===== config.mk =====
export PLATFORM = sky130hd
export DESIGN_NAME = data_mem_responder
export DESIGN_NICKNAME = d
export VERILOG_FILES = /design/src/rtl/plutox_bus_pkg.sv /design/src/rtl/dmem_ram.sv /design/src/rtl/data_mem_responder.sv
export SDC_FILE = /design/constraint.sdc
export NUM_CORES = 1
export LEC_CHECK = 0
export ABC_AREA = 1
export BUFFER_PORTS_ARGS = -buffer_cell sky130_fd_sc_hd__buf_4
export CAP_MARGIN = 20
export CORE_UTILIZATION = 60
export DETAILED_ROUTE_END_ITERATION = 12
export HOLD_SLACK_MARGIN = 0.06
export PLACE_DENSITY = 0.89
export REMOVE_ABC_BUFFERS = 1
export SYNTH_ARGS = -nofsm -noshare
export SYNTH_HDL_FRONTEND = slang
export SYNTH_HIERARCHICAL = 1
export SYNTH_SLANG_ARGS = --single-unit
export TNS_END_PERCENT = 5

===== constraint.sdc =====
create_clock -name clk -period 2.2 [get_ports clk]
set_clock_uncertainty 0.05 [all_clocks]
set_input_delay 0.22 -clock clk [delete_from_list [all_inputs] [get_ports clk]]
set_output_delay 0.22 -clock clk [all_outputs]
set_load 0.05 [all_outputs]

===== src/rtl/plutox_bus_pkg.sv =====
// Shared definitions for the CPU data-bus responder: MMIO addresses,
// responder state encoding and status register layout.
package plutox_bus_pkg;

  localparam logic [7:0] ADDR_GPIO = 8'hF0;
  localparam logic [7:0] ADDR_CNT  = 8'hF1;
  localparam logic [7:0] ADDR_STAT = 8'hF2;

  localparam int STAT_ERR_BIT = 0;

  typedef enum logic {
    IDLE    = 1'b0,
    RD_WAIT = 1'b1
  } state_e;

endpackage


===== src/rtl/dmem_ram.sv =====
// DEPTH x 8 register-file RAM: synchronous write, synchronous clear on reset,
// combinational read port.
module dmem_ram #(
  parameter int DEPTH = 16
) (
  input  logic                     clk,
  input  logic                     reset,
  input  logic                     we_i,
  input  logic [$clog2(DEPTH)-1:0] waddr_i,
  input  logic [7:0]               wdata_i,
  input  logic [$clog2(DEPTH)-1:0] raddr_i,
  output logic [7:0]               rdata_o
);

  logic [7:0] mem_q [DEPTH];

  always_ff @(posedge clk) begin
    if (reset) begin
      for (int i = 0; i < DEPTH; i++) begin
        mem_q[i] <= 8'h00;
      end
    end else if (we_i) begin
      mem_q[waddr_i] <= wdata_i;
    end
  end

  assign rdata_o = mem_q[raddr_i];

endmodule


===== src/rtl/data_mem_responder.sv =====
// Memory-side responder for the CPU data bus: RAM plus GPIO / cycle counter /
// status MMIO, programmable read latency, sticky bus error flag.
module data_mem_responder
  import plutox_bus_pkg::*;
#(
  parameter int DEPTH        = 16,
  parameter int READ_LATENCY = 1
) (
  input  logic       clk,
  input  logic       reset,
  input  logic [7:0] address,
  input  logic       mem_read,
  input  logic       mem_write,
  input  logic [7:0] data_in,
  output logic [7:0] data_out,
  output logic       rd_valid,
  output logic       busy,
  output logic [7:0] gpio_out,
  output logic       bus_err
);

  localparam int         AW       = $clog2(DEPTH);
  localparam logic [7:0] DEPTH_B  = 8'(DEPTH);
  localparam logic [1:0] LAT_LOAD = 2'(READ_LATENCY - 2);

  state_e     state_q;
  logic [1:0] lat_q;
  logic [7:0] snap_q;
  logic [7:0] data_out_q;
  logic       rd_valid_q;
  logic [7:0] gpio_q;
  logic [7:0] cnt_q, cnt_d;
  logic       err_q, err_d;

  logic       in_ram, is_gpio, is_cnt, is_stat, unmapped;
  logic       busy_now, rd_acc, wr_acc, err_set, err_clr, ram_we;
  logic [7:0] ram_rdata, rd_data;

  dmem_ram #(
    .DEPTH(DEPTH)
  ) u_ram (
    .clk    (clk),
    .reset  (reset),
    .we_i   (ram_we),
    .waddr_i(address[AW-1:0]),
    .wdata_i(data_in),
    .raddr_i(address[AW-1:0]),
    .rdata_o(ram_rdata)
  );

  always_comb begin
    in_ram   = address < DEPTH_B;
    is_gpio  = address == ADDR_GPIO;
    is_cnt   = address == ADDR_CNT;
    is_stat  = address == ADDR_STAT;
    unmapped = !(in_ram || is_gpio || is_cnt || is_stat);

    busy_now = state_q == RD_WAIT;
    wr_acc   = mem_write && !busy_now;
    // A simultaneous read/write strobe keeps only the write.
    rd_acc   = mem_read && !mem_write && !busy_now;
    ram_we   = wr_acc && in_ram;

    err_set  = ((mem_read || mem_write) && busy_now)
            || (mem_read && mem_write)
            || ((rd_acc || wr_acc) && unmapped);
    err_clr  = wr_acc && is_stat && data_in[STAT_ERR_BIT];
    err_d    = err_set || (err_q && !err_clr);
    cnt_d    = cnt_q + 8'd1;

    rd_data = 8'h00;
    if (in_ram) begin
      rd_data = ram_rdata;
    end else if (is_gpio) begin
      rd_data = gpio_q;
    end else if (is_cnt) begin
      rd_data = cnt_q;
    end else if (is_stat) begin
      rd_data[STAT_ERR_BIT] = err_q;
    end
  end

  always_ff @(posedge clk) begin
    if (reset) begin
      state_q    <= IDLE;
      lat_q      <= 2'd0;
      snap_q     <= 8'h00;
      data_out_q <= 8'h00;
      rd_valid_q <= 1'b0;
      gpio_q     <= 8'h00;
      cnt_q      <= 8'h00;
      err_q      <= 1'b0;
    end else begin
      cnt_q      <= cnt_d;
      err_q      <= err_d;
      rd_valid_q <= 1'b0;
      if (wr_acc && is_gpio) begin
        gpio_q <= data_in;
      end
      case (state_q)
        IDLE: begin
          if (rd_acc) begin
            // With unit latency the response is issued straight from the strobe edge.
            if (READ_LATENCY == 1) begin
              rd_valid_q <= 1'b1;
              data_out_q <= rd_data;
            end else begin
              snap_q  <= rd_data;
              lat_q   <= LAT_LOAD;
              state_q <= RD_WAIT;
            end
          end
        end
        RD_WAIT: begin
          if (lat_q == 2'd0) begin
            rd_valid_q <= 1'b1;
            data_out_q <= snap_q;
            state_q    <= IDLE;
          end else begin
            lat_q <= lat_q - 2'd1;
          end
        end
        default: state_q <= IDLE;
      endcase
    end
  end

  assign data_out = data_out_q;
  assign rd_valid = rd_valid_q;
  assign busy     = busy_now;
  assign gpio_out = gpio_q;
  assign bus_err  = err_q;

endmodule


==> reports/metrics.csv <==
metric,value,unit
Worst Path Arrival,1.92,ns
Final Max Slew Viols,0,
post-DP HPWL,12210,µm
Worst Hold Class,in -> reg,
register area share after synthesis,57.37,%
top layer in use,met4,
CTS Buf Count,17,
Yosys top cell area share,49.85,%
Int Power,5.136,mW
ranking of synthesized cells by area,"edfxtp_1 (50%), nand2_1 (10%), nand3_1 (8.4%), dfxtp_1 (7.5%), nor2_1 (7.0%)",
"count leader, synth",nand2_1,
Max Cap Viol,0,
dpl ws,0.1309,ns
GPL Wtd Cong,0.9560,
grt ovf,0,
Resized Gates After CTS,0,
status,finished clean,
met2 wire len,9467,µm
RSZ-0062 raised after global routing,false,
Setup-failing EPs final,0,
largest net degree at the start of global routing,31,
CP Capture Type,flop,
Crit Path Max Fanout,8,
vias,6421,
core area,12570,µm²
Initial DRC Count,718,
number of nets with antenna violations after routing,0,
Die Width,115.4,µm
Clock power frac,41.9,%
TritonRoute pass-1 iters,7,
DRC Markers,0,
"Primary FF master, synth",edfxtp_1,
area delta synth->final,16.31,%
cell taking the most area after synthesis,edfxtp_1,
Hold Fails Final Rpt,0,
Initial Util,61.35,%
GRT Overall Usage,30.86,%
Reg power frac,49.5,%
Diodes inserted,0,
Top Ports,39,
minimum clock period,1.882,ns
Commonest cells post-synth,"nand2_1 (206), nor2_1 (143), inv_1 (135), nand3_1 (129), edfxtp_1 (128)",
Peak Freq,0.5314,GHz
filler instances,861,
die area,13310,µm²
CTS root buffer,clkbuf_16,
wire length on met1,6849,µm
first-pass GRT wire length,30190,µm
critical path type,reg -> reg,
Worst-path clk slew,0.06,ns
DR WL/cell,16.82,µm
Post-synth EDFFs,128,
Power Dens Cells,751.6,nW/µm²
CTS tree,done,
Worst Slack Setup Final,0.3182,ns
worst skew pair latency,0.42,ns
final wirelength,19390,µm
IO Port Bufs,38,
multi-input logic area,2559,µm²
initial antenna violation count,0,
switching part of the total,23.80,%
vias in the first global route,6177,
layout cells sized above 1,15.60,%
num rows,41,
Final period util,85.53,%
combinational share of power,8.6,%
register area,4424,µm²
worst-case vdd ir drop,524.9,µV
Worst EP required,2.23,ns
Switching Power,1.605,mW
htree depth,4,
setup_tns,0,ns
slew margin rel.,49.27,%
clock tree buffer depth,2,
Yosys reg bits,157,
total power draw,6.741,mW
worst slew pin tran,0.7602,ns
met3 wire len,2211,µm
final core utilization,71.36,%
cell count after synthesis,905,
Die Y-Extent,115.4,µm
cell area after synthesis,7711,µm²
total clock sinks,157,
Ys Warns,6,
vias per inst,5.569,
Netlist cell types,30,
critical path startpoint category,flop,
Leak,4.023,nW
nets,991,
"Async S/R FF share, synth",0,%
"Avg Cell Area, Syn",8.521,µm²
==> sequential cells by signal (all words and copies together) (netlist names) <==
name         flops
u_ram/mem_q    128
cnt_q            8
data_out         8
gpio_out         8
lat_q            2
bus_err          1
busy             1
rd_valid         1
==> worst paths after layout <==
check	endpoint	cells past startpoint	slack (ns)	from
worst min-delay path	gpio_out[4]$_SDFFE_PP0P_	3	0.07	data_in[4]
worst max register to register	u_ram/mem_q[9][2]$_SDFFCE_PN0P_	5	0.32	busy$_SDFF_PP0_
worst min register to register	data_out[1]$_SDFFE_PP0P_	2	0.42	data_out[1]$_SDFFE_PP0P_
worst max-delay path	u_ram/mem_q[9][2]$_SDFFCE_PN0P_	5	0.32	busy$_SDFF_PP0_
==> cells in the final DEF (no fill, tap or decap), drive strengths merged, types with 4 or more instances in the layout <==
master / netlist / routed
clkbuf: 22 / 18
or2: 7 / 7
nor3: 9 / 9
inv: 140 / 143
nand4: 4 / 4
dlygate4sd3: 0 / 7
clkinv: 0 / 5
nor2: 147 / 147
dfxtp: 29 / 29
o21ai: 14 / 14
a21oi: 26 / 26
buf: 19 / 79
nand2: 226 / 226
edfxtp: 128 / 128
nand3: 130 / 130
==> power by group through the flow <==
stage                     clock network (mW)  logic (mW)  registers [mW]
after CTS                               2.84       0.563            3.33
after floorplan                            0       0.295            3.40
final                                   2.83       0.580            3.34
after global routing                    2.96       0.628            3.34
after detailed placement                   0       0.545            3.40
after global placement                     0       0.536            3.39
==> cell type report <==
| type | count | share of cell area, % |
|---|---|---|
| multi-input cells | 567 | 28.53 |
| well taps | 172 | 2.400 |
| repair buffers | 86 | 7.533 |
| clock inverters | 13 | 1.562 |
| clock buffers | 18 | 4.785 |
| flip-flops and latches | 157 | 49.33 |
| inverters | 140 | 5.859 |
==> worst max-delay path, cell delays in order (launching register included) <==
cell,delay [ns]
dfxtp_1,0.31
nor3_1,0.19
nand2_1,0.25
nor3_4,0.37
nand2_2,0.09
nand2_1,0.29
==> stage by stage <==
stage	std cells	cell area, µm²	hold WS (ns)
finish	1153	8969	0.06548
CTS	1153	8969	0.06038
floorplan	864	7508	0.2367
global route	1153	8969	0.06446
global placement	1115	8329	0.3936
detailed placement	1115	8329	0.4053
==> layer usage <==
| layer | global-route usage (%) | vias up |
|---|---|---|
| li1 | - | 3002 |
| met1 | 36.15 | 2954 |
| met2 | 51.22 | 377 |
| met3 | 9.172 | 88 |
| met4 | 16.62 | 0 |
| met5 | 0 | - |
==> timing repair <==
item	CTS	global route
endpoints found under the hold margin	7	0
hold buffers	7	0
buffers inserted	0	0
==> kinds of logic after synthesis <==
group                      synth area share [%]
DFF                                       57.37
and+or+nand+nor                           30.05
adders and majority gates                0.3245
AOI/OAI and AO/OA                         2.694
buffers and inverters                     9.444
xor gates and xnor gates                 0.1136
No activity file was read; power rests on OpenSTA's default activity.
